===== src/rtl/video_timing_pkg.sv =====
// Shared types for the video timing generator/detector pair.
// FSM encoding, default counter width and the geometry tuple.
package video_timing_pkg;

  localparam int CNT_W_DEF = 12;

  typedef enum logic [1:0] {
    IDLE,
    MEASURE,
    TRACK,
    LOCKED
  } state_t;

  typedef struct packed {
    logic [CNT_W_DEF-1:0] htotal;
    logic [CNT_W_DEF-1:0] hactive;
    logic [CNT_W_DEF-1:0] vtotal;
    logic [CNT_W_DEF-1:0] vactive;
  } geom_t;

endpackage


===== src/rtl/video_timing_detect_sync_edge_det.sv =====
// Input register plus rising-edge pulse on the registered copy.
// Used for hsync and vsync.
module sync_edge_det (
  input  logic clk,
  input  logic rst,
  input  logic din,
  output logic rise
);

  logic q;
  logic q_d;

  // register the input and keep one cycle of history
  always_ff @(posedge clk or posedge rst) begin
    if (rst) begin
      q   <= 1'b0;
      q_d <= 1'b0;
    end else begin
      q   <= din;
      q_d <= q;
    end
  end

  assign rise = q & ~q_d;

endmodule


===== src/rtl/video_timing_detect.sv =====
// Measures frame geometry of an hsync/vsync/active stream and locks.
// Optional err_count output: VIDEO_TIMING_DETECT_ERRCNT_EN.
module video_timing_detect
  import video_timing_pkg::*;
#(
  parameter int CNT_W       = CNT_W_DEF,
  parameter int LOCK_FRAMES = 3
) (
  input  logic             clk,
  input  logic             rst,
  input  logic             video_hsync,
  input  logic             video_vsync,
  input  logic             active_video,
  output logic [CNT_W-1:0] h_total,
  output logic [CNT_W-1:0] h_active,
  output logic [CNT_W-1:0] v_total,
  output logic [CNT_W-1:0] v_active,
  output logic             locked,
  output logic             frame_err,
  output logic             pixel_valid,
  output logic [CNT_W-1:0] x_pos,
  output logic [CNT_W-1:0] y_pos
`ifdef VIDEO_TIMING_DETECT_ERRCNT_EN
  ,
  output logic [15:0]      err_count
`endif
);

  localparam logic [CNT_W-1:0] ONE    = CNT_W'(1);
  localparam logic [4:0]       LOCK_N = 5'(LOCK_FRAMES);

  logic hs_rise, vs_rise, act_q;

  sync_edge_det u_hs (
    .clk  (clk),
    .rst  (rst),
    .din  (video_hsync),
    .rise (hs_rise)
  );

  sync_edge_det u_vs (
    .clk  (clk),
    .rst  (rst),
    .din  (video_vsync),
    .rise (vs_rise)
  );

  logic [CNT_W-1:0] pix_cnt, act_cnt, line_cnt, act_line_cnt;
  logic [CNT_W-1:0] ref_ht, ref_ha;
  logic             ht_ok, ha_ok, frame_bad, ovf, line_open;

  logic [CNT_W-1:0] ref_ht_nx, ref_ha_nx, line_nx, aline_nx;
  logic             ht_ok_nx, ha_ok_nx, bad_nx, ovf_nx, same;

  state_t     state, state_nx;
  logic [3:0] match_cnt;
  logic       store, inc, err_nx, lock_nx;

  // line-end bookkeeping; frame end below sees the updated values
  always_comb begin
    ref_ht_nx = ref_ht;
    ref_ha_nx = ref_ha;
    ht_ok_nx  = ht_ok;
    ha_ok_nx  = ha_ok;
    bad_nx    = frame_bad;
    line_nx   = line_cnt;
    aline_nx  = act_line_cnt;
    ovf_nx    = ovf | (!hs_rise && pix_cnt == '1);
    if (hs_rise) begin
      line_nx = line_cnt + ONE;
      if (act_cnt != '0) aline_nx = act_line_cnt + ONE;
    end
    if (hs_rise && line_open) begin
      if (!ht_ok) begin
        ref_ht_nx = pix_cnt;
        ht_ok_nx  = 1'b1;
      end else if (pix_cnt != ref_ht) begin
        bad_nx = 1'b1;
      end
      if (act_cnt != '0) begin
        if (!ha_ok) begin
          ref_ha_nx = act_cnt;
          ha_ok_nx  = 1'b1;
        end else if (act_cnt != ref_ha) begin
          bad_nx = 1'b1;
        end
      end
    end
  end

  assign same = ({ref_ht_nx, ref_ha_nx, line_nx, aline_nx} ==
                 {h_total, h_active, v_total, v_active})
                && !bad_nx && !ovf_nx;

  // per-line and per-frame measurement counters
  always_ff @(posedge clk or posedge rst) begin
    if (rst) begin
      act_q        <= 1'b0;
      pix_cnt      <= '0;
      act_cnt      <= '0;
      line_open    <= 1'b0;
      line_cnt     <= '0;
      act_line_cnt <= '0;
      ref_ht       <= '0;
      ref_ha       <= '0;
      ht_ok        <= 1'b0;
      ha_ok        <= 1'b0;
      frame_bad    <= 1'b0;
      ovf          <= 1'b0;
    end else begin
      act_q <= active_video;
      if (hs_rise) begin
        pix_cnt   <= ONE;
        act_cnt   <= {{(CNT_W-1){1'b0}}, act_q};
        line_open <= 1'b1;
      end else begin
        if (pix_cnt != '1) pix_cnt <= pix_cnt + ONE;
        if (act_q && act_cnt != '1) act_cnt <= act_cnt + ONE;
      end
      if (vs_rise) begin
        line_cnt     <= '0;
        act_line_cnt <= '0;
        ref_ht       <= '0;
        ref_ha       <= '0;
        ht_ok        <= 1'b0;
        ha_ok        <= 1'b0;
        frame_bad    <= 1'b0;
        ovf          <= 1'b0;
      end else begin
        line_cnt     <= line_nx;
        act_line_cnt <= aline_nx;
        ref_ht       <= ref_ht_nx;
        ref_ha       <= ref_ha_nx;
        ht_ok        <= ht_ok_nx;
        ha_ok        <= ha_ok_nx;
        frame_bad    <= bad_nx;
        ovf          <= ovf_nx;
      end
    end
  end

  // lock FSM: next state and frame-end actions
  always_comb begin
    state_nx = state;
    store    = 1'b0;
    inc      = 1'b0;
    err_nx   = 1'b0;
    lock_nx  = locked;
    if (vs_rise) begin
      unique case (state)
        IDLE: state_nx = MEASURE;
        MEASURE: begin
          state_nx = TRACK;
          store    = 1'b1;
        end
        TRACK: begin
          if (same) begin
            inc = 1'b1;
            if ({1'b0, match_cnt} + 5'd1 >= LOCK_N) begin
              state_nx = LOCKED;
              lock_nx  = 1'b1;
            end
          end else begin
            store  = 1'b1;
            err_nx = 1'b1;
          end
        end
        LOCKED: begin
          if (!same) begin
            state_nx = TRACK;
            store    = 1'b1;
            err_nx   = 1'b1;
            lock_nx  = 1'b0;
          end
        end
      endcase
    end
  end

  // state register
  always_ff @(posedge clk or posedge rst) begin
    if (rst) state <= IDLE;
    else     state <= state_nx;
  end

  // stored geometry, match counter and status outputs
  always_ff @(posedge clk or posedge rst) begin
    if (rst) begin
      h_total   <= '0;
      h_active  <= '0;
      v_total   <= '0;
      v_active  <= '0;
      match_cnt <= '0;
      locked    <= 1'b0;
      frame_err <= 1'b0;
    end else begin
      if (store) begin
        h_total   <= ref_ht_nx;
        h_active  <= ref_ha_nx;
        v_total   <= line_nx;
        v_active  <= aline_nx;
        match_cnt <= 4'd1;
      end else if (inc) begin
        match_cnt <= match_cnt + 4'd1;
      end
      locked    <= lock_nx;
      frame_err <= err_nx;
    end
  end

  // pixel coordinates, one register after the input stage
  always_ff @(posedge clk or posedge rst) begin
    if (rst) begin
      pixel_valid <= 1'b0;
      x_pos       <= '0;
      y_pos       <= '0;
    end else begin
      pixel_valid <= act_q & locked;
      if (act_q && locked) begin
        x_pos <= hs_rise ? '0 : act_cnt;
        y_pos <= vs_rise ? '0 : aline_nx;
      end
    end
  end

`ifdef VIDEO_TIMING_DETECT_ERRCNT_EN
  // saturating count of frame_err pulses
  always_ff @(posedge clk or posedge rst) begin
    if (rst) err_count <= '0;
    else if (err_nx && err_count != 16'hFFFF)
      err_count <= err_count + 16'd1;
  end
`endif

endmodule


===== config.mk =====
export PLATFORM = sky130hd
export DESIGN_NAME = video_timing_detect
export DESIGN_NICKNAME = d
export VERILOG_FILES = /design/src/rtl/video_timing_pkg.sv /design/src/rtl/video_timing_detect_sync_edge_det.sv /design/src/rtl/video_timing_detect.sv
export SDC_FILE = /design/constraint.sdc
export NUM_CORES = 1
export LEC_CHECK = 0
export ABC_AREA = 1
export ABC_CLOCK_PERIOD_IN_PS = 13700
export BUFFER_PORTS_ARGS = -buffer_cell sky130_fd_sc_hd__buf_4
export CORE_MARGIN = 2
export CORE_UTILIZATION = 50
export CTS_CLUSTER_SIZE = 30
export DETAILED_ROUTE_END_ITERATION = 12
export PLACE_DENSITY_LB_ADDON = 0.05
export SLEW_MARGIN = 20
export SYNTH_ARGS = -nofsm -noshare
export SYNTH_HDL_FRONTEND = slang
export SYNTH_SLANG_ARGS = --single-unit

===== constraint.sdc =====
create_clock -name clk -period 13.7 [get_ports clk]
set_clock_uncertainty 0.05 [all_clocks]
set_input_delay 2.055 -clock clk [delete_from_list [all_inputs] [get_ports clk]]
set_output_delay 2.055 -clock clk [all_outputs]
set_load 0.01 [all_outputs]

==> summary.md, run 1 <==
| Metric | Value |
|---|---|
| Status | `complete, no violations` |
| Unique masters post-synth | `38` |
| Post-CTS Setup Bufs | `0` |
| Drt wl/cell | `13.9 um` |
| Crit. End Element | `register` |
| Largest net degree at the start of global routing | `98` |
| Vias in the first global route | `7554` |
| Final setup vio count | `0` |
| Gpl congestion | `0.867` |
| Critical Path AT | `4210 ps` |
| Vias per cell | `5.08` |
| Syn Area/Cell | `7.15 sq um` |
| Fmax | `0.255 GHz` |
| Nets | `1356` |
| CORE AREA | `18000 sq um` |
| Die area | `19400 sq um` |
| Leakage | `5.37 nW` |
| Post-CTS sizing | `0` |
| Non-Filler Instances | `1586` |
| Dpl ws | `9510 ps` |
| Cells after Synth | `1277` |
| Post-synth EDFFs | `0` |
| Worst vdd ir | `109 uV` |
| CP Capture Point | `v_active[9]` |
| Via Count | `8050` |
| H-tree Lvls | `4` |
| Slew headroom | `36.5%` |
| Starting Density | `50.8%` |
| Maxcap violations | `0` |
| Worst Setup Start Kind | `register` |
| Hold Vio Cnt, Final | `0` |
| First-pass GRT wire length | `37800 um` |
| DR DRC count | `0` |
| Ys Warns | `0` |
| Worst path required time | `13990 ps` |
| Die height | `139 um` |
| FP Rows | `49` |
| WS Path Type | `register to register` |
| Crit path max fanout | `97` |
| Slew @ Worst Pin | `952 ps` |
| DP Wirelength | `15300 um` |
| CTS tree | `yes` |
| Final core occ | `57.9%` |
| Worst r2r dst | `v_active[9]` |
| FF-to-FF Start | `u_hs.q` |
| Hold_buf cts | `0` |
| Synthesized area | `9130 sq um` |
| Cell accounting for the most synthesized area | `dfrtp_1` |
| Power Dens Cells | `141 nW/um^2` |
| Min Tclk post-route | `3920 ps` |
| Clock-pin slew of the registers on the worst-case setup and hold paths | `70 ps` |
| Final wirelength | `22100 um` |
| Root Buffer | `clkbuf_16` |
| Tcrit/Tclk final | `28.6%` |
| Min-Delay Path Class | `register to register` |
| Pwr Total | `1.46 mW` |
| Initial antenna violation count | `0` |
| Final slew viol count | `0` |
| Worst hold start | `u_vs.q` |
| Synthesis-stage register bit count | `163` |
| Reg2reg path depth | `18` |
| Asr flop ratio synth | `100%` |
| Syn Nets | `1289` |
| Final instance area | `10400 sq um` |
| R2R Setup Slk | `9780 ps` |
| Setup crit start | `u_hs.q` |
| Post-synth top area share | `44.7%` |
| Post-synthesis sequential area ratio | `44.7%` |
| Clk_lat worst skew | `440 ps` |
| Share of layout cells above drive strength 1 | `12.2%` |
| Area growth, synth to finish | `13.8%` |
| I/O pin count | `80` |
| Commonest cells after routing, fill and taps aside | `nand2_1, dfrtp_1, inv_1` |
| 1st-iter DRT viols | `585` |
| Final worst slack | `9780 ps` |
| Final setup TNS | `0 ps` |
| Count of input and output buffers | `79` |
| Synth area leaders | `dfrtp_1, nand2_1, inv_1, nand3_1, nor2_1` |
| Final Hold Slack | `334 ps` |
| ANT nets after route | `0` |
| RSZ-0062 raised after global routing | `no` |
| Placed Instances | `1554` |
| Most common cell after layout, fill and taps aside | `nand2_1` |
| Remaining global-route overflow | `0` |
| CTS max path bufs | `2` |
| Fill cell count | `1710` |
| Iteration count of the initial detailed-routing pass | `5` |
| Global router's overall resource usage | `23.9%` |
| Ys flop type | `dfrtp_1` |
| # diodes | `0` |
| CTS Buf Count | `17` |
| Die width | `139 um` |
| Dpl cell area | `9840 sq um` |
| Clock sink count | `163` |
-- synthesized netlist by cell type, types with 10 or more instances --
cell / n
clkbuf_1: 10
xnor2_1: 14
nor2_1: 129
a21oi_1: 20
o21ai_2: 29
buf_2: 12
nand4_1: 18
o21ai_0: 57
nand3_1: 105
nand2_1: 479
nand3b_1: 14
inv_1: 156
dfrtp_1: 163
-- layer usage --
layer  share of wire (%)  vias up  GRT usage, %
met5                   0        -             0
met4                 1.4        0          6.11
met3                 4.0       22          3.73
met1                  50     3717          35.3
li1                    -     4144             -
met2                  45      167          37.0
-- logic make-up after synthesis --
logic type | Yosys count | share of synthesized area (%)
AND/OR/NAND/NOR | 773 | 35.4
flip-flops | 163 | 44.7
XOR/XNOR | 17 | 1.78
AO/OA/AOI/OAI | 120 | 8.14
adder cells (fa/ha/maj) | 7 | 0.959
buffers and inverters | 197 | 9.00
-- area by class of cell --
class | instances | area [sq um] | share of cell area, %
tap | 229 | 287 | 2.76
multi-input combinational | 917 | 4250 | 40.9
timing repair buffer | 82 | 616 | 5.92
sequential | 163 | 4080 | 39.2
clock inverter | 13 | 103 | 0.987
clock buffer | 19 | 443 | 4.26
inverter | 163 | 617 | 5.93
-- worst min-delay path by stage --
stage               end  slack (ps)  depth (start not counted)
3_3_place_gp   u_vs.q_d         310                          0
5_1_grt        u_vs.q_d         350                          0
6_report       u_vs.q_d         330                          0
2_1_floorplan  u_vs.q_d         300                          0
4_1_cts        u_vs.q_d         330                          0
3_5_place_dp   u_vs.q_d         320                          0
-- critical path: stages (launching register included) --
cell	delay, ps
dfrtp_1	490
inv_2	100
nor2_8	470
nand2_4	270
nor2_8	290
nand2_4	160
nand2_1	180
nand2_1	120
nand2_1	100
nand2_1	50
nor2_1	130
nand2_1	60
nor2_1	100
nand2_1	80
nor2_2	150
nand3_2	180
nand2_8	520
nand2_1	160
o21ai_2	100
-- power by group --
group | leakage [nW] | switching [mW] | total, mW | internal, mW
registers | 2.17 | 0.0667 | 0.610 | 0.543
clock network | 0.237 | 0.211 | 0.450 | 0.238
logic | 2.97 | 0.250 | 0.404 | 0.154
total | 5.37 | 0.528 | 1.46 | 0.935
Note: power is estimated with default switching activity, not from simulation.
==> run 2, diff against run 1 <==
--- a/config.mk
+++ b/config.mk
@@ -5,8 +5,8 @@
 export SDC_FILE = /design/constraint.sdc
 export NUM_CORES = 1
 export LEC_CHECK = 0
-export ABC_AREA = 1
-export ABC_CLOCK_PERIOD_IN_PS = 13700
+export ABC_AREA = 0
+export ABC_CLOCK_PERIOD_IN_PS = 4100
 export BUFFER_PORTS_ARGS = -buffer_cell sky130_fd_sc_hd__buf_4
 export CORE_MARGIN = 2
 export CORE_UTILIZATION = 50
==> constraint.sdc (replaced) <==
create_clock -name clk -period 4.1 [get_ports clk]
set_clock_uncertainty 0.05 [all_clocks]
set_input_delay 0.615 -clock clk [delete_from_list [all_inputs] [get_ports clk]]
set_output_delay 0.615 -clock clk [all_outputs]
set_load 0.01 [all_outputs]
==> run 2 against run 1 <==
First-iteration DRC count decreased by 27%. Global-route usage increased by 3.2 points. Combinational power increased to 3.1 times the previous value. Critical path depth decreased by 7. Cell count decreased by 24%. Setup slack got worse by 9500 ps. Critical path type unchanged. Largest cell class unchanged.
==> summary.md, run 2 <==
| Metric | Value |
|---|---|
| Status | `complete, no violations` |
| Final instance area | `10500 sq um (+1.3%)` |
| 1st-iter DRT viols | `425 (-27%)` |
| Post-synth EDFFs | `0 (unchanged)` |
| Final wirelength | `24000 um (+8.8%)` |
| DR DRC count | `0 (unchanged)` |
| CP most frequent cell | `or4_1` |
| Iteration count of the initial detailed-routing pass | `6 (+1)` |
| Register area | `4080 sq um (unchanged)` |
| Clk_lat worst skew | `430 ps (about the same)` |
| Area growth, synth to finish | `19.7%` |
| Most common cell after layout, fill and taps aside | `dfrtp_1` |
| Global router's overall resource usage | `27.1% (+3.2 points)` |
| First-pass GRT wire length | `38100 um (+0.84%)` |
| Slew @ Worst Pin | `921 ps (-31.1 ps)` |
| Largest net degree at the start of global routing | `164 (+67%)` |
| Vias in the first global route | `6895 (-8.7%)` |
| Worst path required time | `4390 ps (-9600 ps)` |
| Cells after Synth | `865 (-32%)` |
| Slowest cell on the critical path | `or4_1` |
| Starting Density | `51.0% (+0.22 points)` |
| FF-to-FF Start | `act_cnt[2]` |
| Tcrit/Tclk final | `94.1% (+66 points)` |
| Drt wl/cell | `20.0 um (+44%)` |
| Crit-path cells | `or4_1, o211ai_2, o31a_1, o22ai_1, or4_1, or4_4, nor4_4, a31o_4, buf_4, buf_12, mux2i_1` |
| Syn Nets | `877 (-32%)` |
| Die area | `18700 sq um (-3.5%)` |
| Synthesized area | `8800 sq um (-3.6%)` |
| Fmax | `0.259 GHz (+1.5%)` |
| # diodes | `0 (unchanged)` |
| Max incr delay on CP | `750 ps (+230 ps)` |
| CORE AREA | `17200 sq um (-4.0%)` |
| Cell accounting for the most synthesized area | `dfrtp_1` |
| Initial antenna violation count | `0 (unchanged)` |
| Worst Path Buf+Inv | `2 (+1)` |
| Unique masters post-synth | `70 (+84%)` |
| Dpl cell area | `9840 sq um (about the same)` |
| R2R Setup Slk | `240 ps (-9540 ps)` |
| Commonest cells after routing, fill and taps aside | `dfrtp_1, buf_4, nor2_1` |
| Fill cell count | `1451 (-15%)` |
| Reg2reg path depth | `11 (-7)` |
| Synthesis-stage register bit count | `163 (unchanged)` |
| Top-count cell post-synth | `dfrtp_1` |
| Cell family with most CP delay | `simple AND/OR/NAND/NOR gates` |
| Critical Path AT | `4150 ps (-60 ps)` |
| Root Buffer | `clkbuf_16` |
| WS Path Type | `register to register` |
| Clock sink count | `163 (unchanged)` |
| Final setup vio count | `0 (unchanged)` |
| Post-CTS sizing | `0 (unchanged)` |
| Final slew viol count | `0 (unchanged)` |
| DP Wirelength | `17800 um (+16%)` |
| I/O pin count | `80 (unchanged)` |
| Maxcap violations | `0 (unchanged)` |
| Die height | `137 um (-1.8%)` |
| Critical path depth in cells | `11 (-7)` |
| Min Tclk post-route | `3860 ps (-56.3 ps)` |
| Final setup TNS | `0 ps (unchanged)` |
| RSZ-0062 raised after global routing | `no` |
| Remaining global-route overflow | `0 (unchanged)` |
| Hold_buf cts | `0 (unchanged)` |
| Clock-pin slew of the registers on the worst-case setup and hold paths | `70 ps (about the same)` |
| Leakage | `5.24 nW (-2.4%)` |
| Share of layout cells above drive strength 1 | `20.1% (+7.9 points)` |
| Pwr Total | `5.02 mW (+240%)` |
| CTS Buf Count | `17 (unchanged)` |
| FP Rows | `48 (-2.0%)` |
| Setup crit start | `act_cnt[2]` |
| Post-CTS Setup Bufs | `0 (unchanged)` |
| Via Count | `6932 (-14%)` |
| Post-synthesis sequential area ratio | `46.4% (+1.7 points)` |
| Die width | `137 um (-1.8%)` |
| Worst r2r dst | `v_total[0]` |
| Syn Area/Cell | `10.2 sq um (+42%)` |
| Worst vdd ir | `321 uV (+200%)` |
| Crit. End Element | `register` |
| Non-Filler Instances | `1200 (-24%)` |
| CTS tree | `yes` |
| CTS max path bufs | `2 (unchanged)` |
| ANT nets after route | `0 (unchanged)` |
| Worst Setup Start Kind | `register` |
| Final Hold Slack | `243 ps (-91.0 ps)` |
| Asr flop ratio synth | `100% (unchanged)` |
| Hold Vio Cnt, Final | `0 (unchanged)` |
| Min-Delay Path Class | `input pin to register` |
| Vias per cell | `5.78 (+14%)` |
| Slew headroom | `38.6% (+2.1 points)` |
| Crit path max fanout | `12 (-88%)` |
| Post-synth top area share | `46.4% (+1.7 points)` |
| H-tree Lvls | `4 (unchanged)` |
| Nets | `974 (-28%)` |
| Placed Instances | `1168 (-25%)` |
| Gpl congestion | `0.939 (+8.3%)` |
| Commonest cells post-synth | `dfrtp_1, nor2_1, inv_1` |
| CP Capture Point | `v_total[0]` |
| Power Dens Cells | `476 nW/um^2 (+240%)` |
| Ys flop type | `dfrtp_1` |
| Count of input and output buffers | `79 (unchanged)` |
| Ys Warns | `0 (unchanged)` |
| Synth area leaders | `dfrtp_1, mux2i_1, xor2_1, xnor2_1, nor2_1` |
| Multi-input logic area | `4300 sq um (+1.1%)` |
-- run 2: kinds of logic after synthesis --
family | after synthesis | synth area share, %
simple gates | 280 | 16.5
compound gates | 131 | 10.6
mux | 81 | 9.64
flops | 163 | 46.4
fa+ha+maj | 7 | 0.995
xor+xnor | 100 | 10.7
buf+inv | 103 | 5.19
-- run 2: worst min-delay path by stage --
stage | cells after the start | slack (ps) | endpoint | startpoint
after global placement | 0 | 330 | u_vs.q_d | u_vs.q
final | 1 | 240 | u_vs.q | video_vsync
after floorplan | 0 | 320 | u_vs.q_d | u_vs.q
after CTS | 1 | 230 | u_vs.q | video_vsync
after detailed placement | 0 | 340 | u_vs.q_d | u_vs.q
after global routing | 1 | 220 | u_vs.q | video_vsync
-- run 2: power by group --
group	leakage (nW)	switching [mW]	total (mW)	internal, mW
Combinational	2.70	0.677	1.24	0.559
Clock	0.323	0.700	1.83	1.13
Sequential	2.22	0.207	1.95	1.75
-- run 2: layout make-up --
cell class / instances / share of cell area (%)
Clock buffer: 19 / 4.30
Clock inverter: 13 / 2.09
Inverter: 54 / 1.96
Multi-Input combinational cell: 599 / 40.8
Sequential cell: 163 / 38.7
Tap cell: 225 / 2.67
Timing Repair Buffer: 127 / 9.41
-- run 2: metrics by stage --
stage          setup WS (ps)  utilization, %
6_report                 240            61.1
2_1_floorplan            279               -
3_5_place_dp             120            57.1
4_1_cts                 62.2            61.0
3_3_place_gp             235            57.1
5_1_grt                 44.7            61.1
-- run 2: per-layer routing --
| metal | GRT usage, % | up-vias | part of all wire (%) |
|---|---|---|---|
| met3 | 5.56 | 42 | 5.0 |
| met2 | 42.9 | 215 | 48 |
| met4 | 9.55 | 0 | 2.6 |
| met5 | 0 | - | 0 |
| met1 | 37.0 | 3452 | 45 |
| li1 | - | 3223 | - |
